===== src/rtl/debug_console_pkg.sv =====
// Shared types and constants for the debug console controller.
package debug_console_pkg;

    typedef enum logic [1:0] {
        IDLE  = 2'd0,
        START = 2'd1,
        DATA  = 2'd2,
        STOP  = 2'd3
    } tx_state_t;

    // Bit positions inside the status word.
    localparam int ST_FULL      = 0;
    localparam int ST_EMPTY     = 1;
    localparam int ST_ACTIVE    = 2;
    localparam int ST_COUNT_LSB = 8;

    localparam logic [7:0] LF = 8'h0A;

    localparam logic [31:0] DEF_BASE_ADDR  = 32'hf00000d0;
    localparam logic [31:0] DEF_STAT_ADDR  = 32'hf00000d4;
    localparam int          DEF_FIFO_DEPTH = 16;
    localparam int          DEF_CLK_DIV    = 217;
    localparam int          DEF_LINE_MAX   = 72;

endpackage


===== src/rtl/debug_console_fifo.sv =====
// Synchronous FIFO with registered occupancy count. Push is ignored when
// full and pop is ignored when empty; the head is the oldest entry.
module debug_console_fifo
    import debug_console_pkg::*;
#(
    parameter int WIDTH = 8,
    parameter int DEPTH = DEF_FIFO_DEPTH,
    localparam int PTR_W = $clog2(DEPTH),
    localparam int CNT_W = PTR_W + 1
) (
    input  logic             clk,
    input  logic             rst_n,
    input  logic             push,
    input  logic             pop,
    input  logic [WIDTH-1:0] wdata,
    output logic [WIDTH-1:0] head,
    output logic             full,
    output logic             empty,
    output logic [CNT_W-1:0] count
);

    logic [WIDTH-1:0] mem_q [DEPTH];
    logic [WIDTH-1:0] mem_d [DEPTH];
    logic [PTR_W-1:0] wr_ptr_q, wr_ptr_d;
    logic [PTR_W-1:0] rd_ptr_q, rd_ptr_d;
    logic [CNT_W-1:0] count_q, count_d;
    logic             push_ok;
    logic             pop_ok;

    // Flags come straight from the registered count.
    always_comb begin
        full    = (count_q == CNT_W'(DEPTH));
        empty   = (count_q == '0);
        count   = count_q;
        head    = mem_q[rd_ptr_q];
        push_ok = push && !full;
        pop_ok  = pop && !empty;
    end

    // Pointer, count and storage update; pointers wrap naturally (DEPTH is 2^n).
    always_comb begin
        mem_d    = mem_q;
        wr_ptr_d = wr_ptr_q;
        rd_ptr_d = rd_ptr_q;
        count_d  = count_q;
        if (push_ok) begin
            mem_d[wr_ptr_q] = wdata;
            wr_ptr_d        = wr_ptr_q + 1'b1;
        end
        if (pop_ok) begin
            rd_ptr_d = rd_ptr_q + 1'b1;
        end
        case ({push_ok, pop_ok})
            2'b10:   count_d = count_q + 1'b1;
            2'b01:   count_d = count_q - 1'b1;
            default: count_d = count_q;
        endcase
    end

    // Storage needs no reset: entries are only read after being written.
    always_ff @(posedge clk) begin
        mem_q <= mem_d;
    end

    // Control state with synchronous active-low reset.
    always_ff @(posedge clk) begin
        if (!rst_n) begin
            wr_ptr_q <= '0;
            rd_ptr_q <= '0;
            count_q  <= '0;
        end else begin
            wr_ptr_q <= wr_ptr_d;
            rd_ptr_q <= rd_ptr_d;
            count_q  <= count_d;
        end
    end

endmodule


===== src/rtl/debug_console_ctrl.sv =====
// Memory-mapped debug console: CPU character writes are queued in a FIFO and
// serialised 8N1 on uart_tx, with a line feed inserted after LINE_MAX
// characters on one line. The CPU is stalled only while the FIFO is full.
module debug_console_ctrl
    import debug_console_pkg::*;
#(
    parameter logic [31:0] BASE_ADDR  = DEF_BASE_ADDR,
    parameter logic [31:0] STAT_ADDR  = DEF_STAT_ADDR,
    parameter int          FIFO_DEPTH = DEF_FIFO_DEPTH,
    parameter int          CLK_DIV    = DEF_CLK_DIV,
    parameter int          LINE_MAX   = DEF_LINE_MAX
) (
    input  logic        clock_in,
    input  logic        reset,
    input  logic [31:0] address,
    input  logic [31:0] data_write,
    input  logic [3:0]  data_we,
    output logic [31:0] data_read,
    output logic        stall,
    output logic        uart_tx,
    output logic        busy
);

    localparam int CNT_W = $clog2(FIFO_DEPTH) + 1;
    localparam int DIV_W = $clog2(CLK_DIV);
    localparam int COL_W = $clog2(LINE_MAX + 1);
    localparam logic [DIV_W-1:0] DIV_LAST = DIV_W'(CLK_DIV - 1);
    localparam logic [COL_W-1:0] COL_MAX  = COL_W'(LINE_MAX);

    logic             write_hit;
    logic             read_hit;
    logic             push;
    logic             pop;
    logic [7:0]       fifo_head;
    logic             fifo_full;
    logic             fifo_empty;
    logic [CNT_W-1:0] fifo_count;

    tx_state_t        state_q, state_d;
    logic [DIV_W-1:0] div_q, div_d;
    logic [2:0]       bit_q, bit_d;
    logic [7:0]       shift_q, shift_d;
    logic [COL_W-1:0] col_q, col_d;
    logic             tx_q, tx_d;
    logic [31:0]      data_read_q, data_read_d;

    logic             bit_end;
    logic             take;
    logic [7:0]       sel_byte;
    logic             sel_pop;
    logic [COL_W-1:0] sel_col;

    // Only the top byte of the write data carries the character.
    logic unused_low_bits;
    assign unused_low_bits = ^data_write[23:0];

    debug_console_fifo #(
        .WIDTH (8),
        .DEPTH (FIFO_DEPTH)
    ) u_fifo (
        .clk   (clock_in),
        .rst_n (reset),
        .push  (push),
        .pop   (pop),
        .wdata (data_write[31:24]),
        .head  (fifo_head),
        .full  (fifo_full),
        .empty (fifo_empty),
        .count (fifo_count)
    );

    // Bus decode: a write to a full FIFO stalls in the same cycle; the held
    // write is accepted on the first cycle the registered count is not full.
    always_comb begin
        write_hit = (address == BASE_ADDR) && (data_we != 4'b0000);
        read_hit  = (address == STAT_ADDR) && (data_we == 4'b0000);
        stall     = write_hit && fifo_full;
        push      = write_hit && !fifo_full;
    end

    // Next-byte selection with line wrapping; the LF is inserted without
    // popping so the waiting head goes out in the following frame.
    always_comb begin
        sel_byte = fifo_head;
        sel_pop  = 1'b1;
        sel_col  = col_q + 1'b1;
        if (fifo_head == LF) begin
            sel_byte = LF;
            sel_col  = '0;
        end else if (col_q == COL_MAX) begin
            sel_byte = LF;
            sel_pop  = 1'b0;
            sel_col  = '0;
        end
    end

    // TX FSM next state; STOP chains straight into START when data waits.
    always_comb begin
        state_d = state_q;
        div_d   = div_q;
        bit_d   = bit_q;
        shift_d = shift_q;
        col_d   = col_q;
        pop     = 1'b0;
        take    = 1'b0;
        bit_end = (div_q == DIV_LAST);
        case (state_q)
            IDLE: begin
                div_d = '0;
                take  = !fifo_empty;
            end
            START: begin
                div_d = div_q + 1'b1;
                if (bit_end) begin
                    div_d   = '0;
                    bit_d   = '0;
                    state_d = DATA;
                end
            end
            DATA: begin
                div_d = div_q + 1'b1;
                if (bit_end) begin
                    div_d   = '0;
                    shift_d = {1'b0, shift_q[7:1]};
                    bit_d   = bit_q + 1'b1;
                    if (bit_q == 3'd7) begin
                        state_d = STOP;
                    end
                end
            end
            STOP: begin
                div_d = div_q + 1'b1;
                if (bit_end) begin
                    div_d   = '0;
                    take    = !fifo_empty;
                    state_d = IDLE;
                end
            end
            default: begin
                state_d = IDLE;
            end
        endcase
        if (take) begin
            state_d = START;
            shift_d = sel_byte;
            pop     = sel_pop;
            col_d   = sel_col;
            div_d   = '0;
        end
        case (state_d)
            START:   tx_d = 1'b0;
            DATA:    tx_d = shift_d[0];
            default: tx_d = 1'b1;
        endcase
    end

    // Status word captured for a one-cycle read latency.
    always_comb begin
        data_read_d = '0;
        if (read_hit) begin
            data_read_d[ST_FULL]                = fifo_full;
            data_read_d[ST_EMPTY]               = fifo_empty;
            data_read_d[ST_ACTIVE]              = (state_q != IDLE);
            data_read_d[ST_COUNT_LSB +: 8]      = 8'(fifo_count);
        end
    end

    // Registers; reset aborts any frame and forces the line idle high.
    always_ff @(posedge clock_in) begin
        if (!reset) begin
            state_q     <= IDLE;
            div_q       <= '0;
            bit_q       <= '0;
            shift_q     <= '0;
            col_q       <= '0;
            tx_q        <= 1'b1;
            data_read_q <= '0;
        end else begin
            state_q     <= state_d;
            div_q       <= div_d;
            bit_q       <= bit_d;
            shift_q     <= shift_d;
            col_q       <= col_d;
            tx_q        <= tx_d;
            data_read_q <= data_read_d;
        end
    end

    assign uart_tx   = tx_q;
    assign data_read = data_read_q;
    assign busy      = !fifo_empty || (state_q != IDLE);

endmodule


===== config.mk =====
export PLATFORM = sky130hd
export DESIGN_NAME = debug_console_ctrl
export DESIGN_NICKNAME = d
export VERILOG_FILES = /design/src/rtl/debug_console_pkg.sv /design/src/rtl/debug_console_fifo.sv /design/src/rtl/debug_console_ctrl.sv
export SDC_FILE = /design/constraint.sdc
export NUM_CORES = 1
export LEC_CHECK = 0
export ABC_AREA = 1
export CORE_MARGIN = 2
export CORE_UTILIZATION = 46
export DETAILED_ROUTE_END_ITERATION = 10
export PLACE_DENSITY = 0.68
export SLEW_MARGIN = 15
export SYNTH_ARGS = -nofsm -noshare
export SYNTH_HDL_FRONTEND = slang
export SYNTH_SLANG_ARGS = --single-unit

===== constraint.sdc =====
create_clock -name clock_in -period 6.2 [get_ports clock_in]
set_input_delay 1.86 -clock clock_in [delete_from_list [all_inputs] [get_ports clock_in]]
set_output_delay 1.86 -clock clock_in [all_outputs]
set_load 0.01 [all_outputs]

Word-level counts from Yosys, hierarchy flattened --
Index checks and enable logic that the tools add are counted.
Word-level totals: register bits after elaboration 202, input bits 70, output and inout bits 35
Operators by class: add/subtract/negate cells 7, magnitude comparators 3, eq/ne operators 16, multiplexer cells 31, bitwise logic cells 3, reduce and logical (&&, ||, !) cells 24
Operators with widths (number):
- $bwmux W128 | 1
- $mux W8 | 9
- $eq A32 B32 Y1 const B | 2
- $bmux W8 S4 | 1
- $demux W8 S4 | 1
- $pmux W8 S2 | 1
- $mux W7 | 2
- $ge A5 B5 Y1 const B | 2
- $mux W2 | 5
- $not A4 Y5 | 2
- $pmux W5 S2 | 1
- $reduce_bool A2 Y1 | 5
- $add A4 B1 Y4 const B | 2
- $add A8 B1 Y8 const B | 1
- $eq A2 B2 Y1 const B | 4
- $eq A8 B4 Y1 const B | 1
- $eq A8 B8 Y1 const B | 1
- $add A7 B1 Y7 const B | 1
- $eq A7 B7 Y1 const B | 1
- $logic_and A1 B1 Y1 | 7
- $eq A2 B1 Y1 const B | 3
- $mux W3 | 2
- $pmux W2 S3 | 1
- $pmux W3 S2 | 1
- other kinds (20) | 27

Depth between registers and ports, before layout --
word-level depth 10, gate-level depth with buffers 26, mapped depth without buffers 24

Modules after synthesis --
A second synthesis with hierarchy kept.
Second synthesis, totals: cell total of the unflattened synthesis 975, area, all modules 8584.5 um^2
Modules (own cells, without submodules):
- debug_console_fifo | times used 1, cells each 654, area each 6344.8 um^2, sequential area each 4103.9 um^2
- debug_console_ctrl | times used 1, cells each 321, area each 2239.6 um^2, sequential area each 740.7 um^2

Worst setup path before layout --
OpenSTA, ideal clock, no wires.
path kind input to output, from in address[19], to out stall, arrival time 2769 ps, path slack 1571 ps, stages 4, buffers on the path 0, cells stage by stage or2_2 nor4_2 nand2_1 nor3_1
Between the ends: longest elaborated chain between the ends 3
Ends and longest elaborated chain:
- start, declared | line debug_console_ctrl.sv:15 | input logic [31:0] address,
- $eq A32 B32 Y1 | line debug_console_ctrl.sv:75 | write_hit = (address == BASE_ADDR) && (data_we != 4'b0000);
- $logic_and A1 B1 Y1 | line debug_console_ctrl.sv:75
- $logic_and A1 B1 Y1 | line debug_console_ctrl.sv:77 | stall = write_hit && fifo_full;
- end, declared | line debug_console_ctrl.sv:19 | output logic stall,
Every way passes these cells.

Final worst setup path --
from in address[27], to out stall
Same word-level chain as after synthesis.

==> impl_metrics.csv <==
group,metric,value,unit
timing,rsz0062_at_grt,"false",
worst_setup_path,cp-start-kind,"input port",
grt,first_global_vias,5466,
placed_design,dp_hpwl,11000,um
grt,grt_overflow,0,
clock_network,root_buffer,"clkbuf_16",
floorplan,die_y,139,um
synth,seq_area_frac_synth,0.581,
synth,ys_top_cells_by_area,"edfxtp_1 (46%), dfxtp_1 (12%), nand2_1 (11%), nand3_1 (6.1%), inv_1 (5.1%)",
final_layout,fin_area,9500,um2
clock_network,cts_hold_buf,0,
min_path,hold_path.class,"register to register",
grt,antenna_found_initial,0,
routing,avgRoutedWirePerCell,14.2,um
synth,synthTopCellsByCount,"nand2_1 (234), edfxtp_1 (128), inv_1 (114), nand3_1 (101), nor2_1 (75)",
worst_setup_path,crit_fanout,3,
timing,fmax,179,MHz
routing,via_per_inst,4.93,
placed_design,dp.cells,1160,
grt,grt_max_degree,68,
clock_network,cts_made_buffers,17,
synth,synth_area,8340,um2
placed_design,gp_congestion,0.841,
floorplan,start_util,0.467,
timing,finalHoldViolCount,0,
routing,num_vias,5872,
synth,syn_area_per_cell,9.27,um2
final_layout,layout-drive-gt1-share,0.0633,
timing,final-setup-viol-count,0,
power,peakVddDrop,0.209,mV
synth,synth_edf_count,128,
grt,track_usage,0.184,
synth,ys.flop_type,"edfxtp_1",
routing,met3WireLength,936,um
timing,setup-tns-final,0,ns
power,combPwrFrac,0.307,
timing,min_period_over_period,0.899,
synth,ys_types,37,
routing,dr.first_iter.drc_count,446,
grt,grt_pass1_wl,27600,um
timing,fin_ws,0.626,ns
routing,firstDrtPassIters,5,
synth,yosysWarnings,0,
flow_run,maxCapViolCount,0,
synth,synth.largest_area_cell,"edfxtp_1",
worst_setup_path,end_kind,"output pin",
placed_design,dpl_cell_area,8930,um2
routing,wl_met2,8170,um
power,clkPwrFrac,0.300,
clock_network,post_cts_buffers,0,
synth,yosysMostFrequentCell,"nand2_1",
timing,tightest_slew,0.874,ns
clock_network,path_clk_slew,0.07,ns
power,p_per_area,365,nW/um2
clock_network,cts.sinks,178,
power,switching_share,0.352,
timing,relSlewSlack,0.415,
power,seq_power_share,0.394,
final_layout,layout.cells.non_filler,1192,
power,power_switching,1.22,mW
placed_design,post-place-ws,0.625,ns
floorplan,die_area,19200,um2
final_layout,nNetsFinal,1042,
final_layout,area_delta_synth_final,14.0,%
final_layout,num_antenna_cells,0,
clock_network,clk-insertion-delay-late,0.44,ns
floorplan,num_io_pins,105,
power,p_leak,3.86,nW
routing,wirelength,17000,um
timing,finalMaxSlewViolations,0,
power,intPower,2.25,mW
clock_network,htreeDepth,4,
worst_setup_path,cp.required,4.34,ns
routing,maxUsedRoutingLayer,"met4",
floorplan,dieWidth,139,um
placed_design,portBuffers,56,
synth,synthCells,899,
floorplan,rows,49,
clock_network,cts.path.max_buffers,2,
worst_setup_path,criticalPathCategory,"input port to output pin",
clock_network,cts_resized,0,
timing,period_minus_slack,5.57,ns
clock_network,cts_tree,"built",
timing,hold_slack,0.464,ns
synth,synth-seq-cells,178,
run_status,outcome,"complete, no violations",
synth,netlist.area_leader.share,0.461,
routing,postRouteAntennaNets,0,
routing,drc,0,
timing,finalClockSkew,0.00606,ns
worst_setup_path,cp.arrival,3.71,ns
synth,async_reset_ff_frac,0,
routing,met1Wirelength,7430,um
floorplan,coreArea,17800,um2
==> worst paths after layout <==
kind	to	start	cells past startpoint	slack [ns]
max	stall	address[27]	6	0.63
min	div_q[0]$_SDFF_PP0_	div_q[0]$_SDFF_PP0_	1	0.46
max reg2reg	u_fifo.count[4]$_SDFFE_PN0P_	u_fifo.rd_ptr_q[0]$_SDFFE_PN0P_	24	2.52
min reg2reg	div_q[0]$_SDFF_PP0_	div_q[0]$_SDFF_PP0_	1	0.46
==> state kept, by name, summed over array words and instances, names as in the netlist, 3 cells and up <==
register and flops:
u_fifo.rd_ptr_q 4, shift_q 8, div_q 8, data_read 8
u_fifo.count 5, u_fifo.wr_ptr_q 4, u_fifo.mem_q 128, bit_q 3
col_q 7
==> area by class of cell <==
class	instances	area, um2
Fill cell	1570	8340
Sequential cell	178	4850
Multi-Input combinational cell	566	2720
Timing Repair Buffer	62	606
Inverter	125	469
Clock buffer	17	425
Tap cell	229	287
Clock inverter	15	148
==> per-stage QoR <==
stage	total power, mW	util
4_1_cts	3.49	0.533
3_3_place_gp	2.43	0.501
3_5_place_dp	2.46	0.501
2_1_floorplan	2.23	-
6_report	3.47	0.533
5_1_grt	3.69	0.533
==> worst max-delay path, stage by stage <==
cell and delay, ns:
clkdlybuf4s50_1 0.39, or2_2 0.29, nor4_2 0.26, nand2_1 0.14, nor3_1 0.19, clkdlybuf4s50_1 0.59
==> cells by family after synthesis <==
| kind of cell | count (synthesis) | share of synthesized area |
|---|---|---|
| AOI/OAI and AO/OA | 64 | 0.0419 |
| xor gates and xnor gates | 9 | 0.00946 |
| adders and majority gates | 22 | 0.0339 |
| buffers and inverters | 178 | 0.103 |
| DFF | 178 | 0.581 |
| other | 1 | 0.000450 |
| and+or+nand+nor | 447 | 0.231 |
==> cell usage in the layout (no fill, tap or decap), types with 9 or more instances in the layout <==
master,Yosys,final
nand2_1,234,234
edfxtp_1,128,128
inv_1,114,114
nand3_1,101,101
nor2_1,75,75
clkdlybuf4s50_1,0,56
dfxtp_1,50,49
a21oi_1,26,26
conb_1,1,24
ha_1,21,21
o21ai_0,18,18
clkbuf_16,0,17
inv_2,9,9
==> per-layer routing <==
metal / track usage / vias to the layer above
li1: - / 2990
met1: 0.247 / 2677
met2: 0.296 / 175
met3: 0.0366 / 30
met4: 0.0734 / 0
met5: 0 / -
==> power by group through the flow <==
stage / clock, mW / sequential, mW / combinational, mW
4_1_cts: 1.05 / 1.37 / 1.07
3_3_place_gp: 0 / 1.39 / 1.04
5_1_grt: 1.10 / 1.37 / 1.21
3_5_place_dp: 0 / 1.39 / 1.07
6_report: 1.04 / 1.37 / 1.06
2_1_floorplan: 0 / 1.38 / 0.844
No activity file was read; power rests on OpenSTA's default activity.
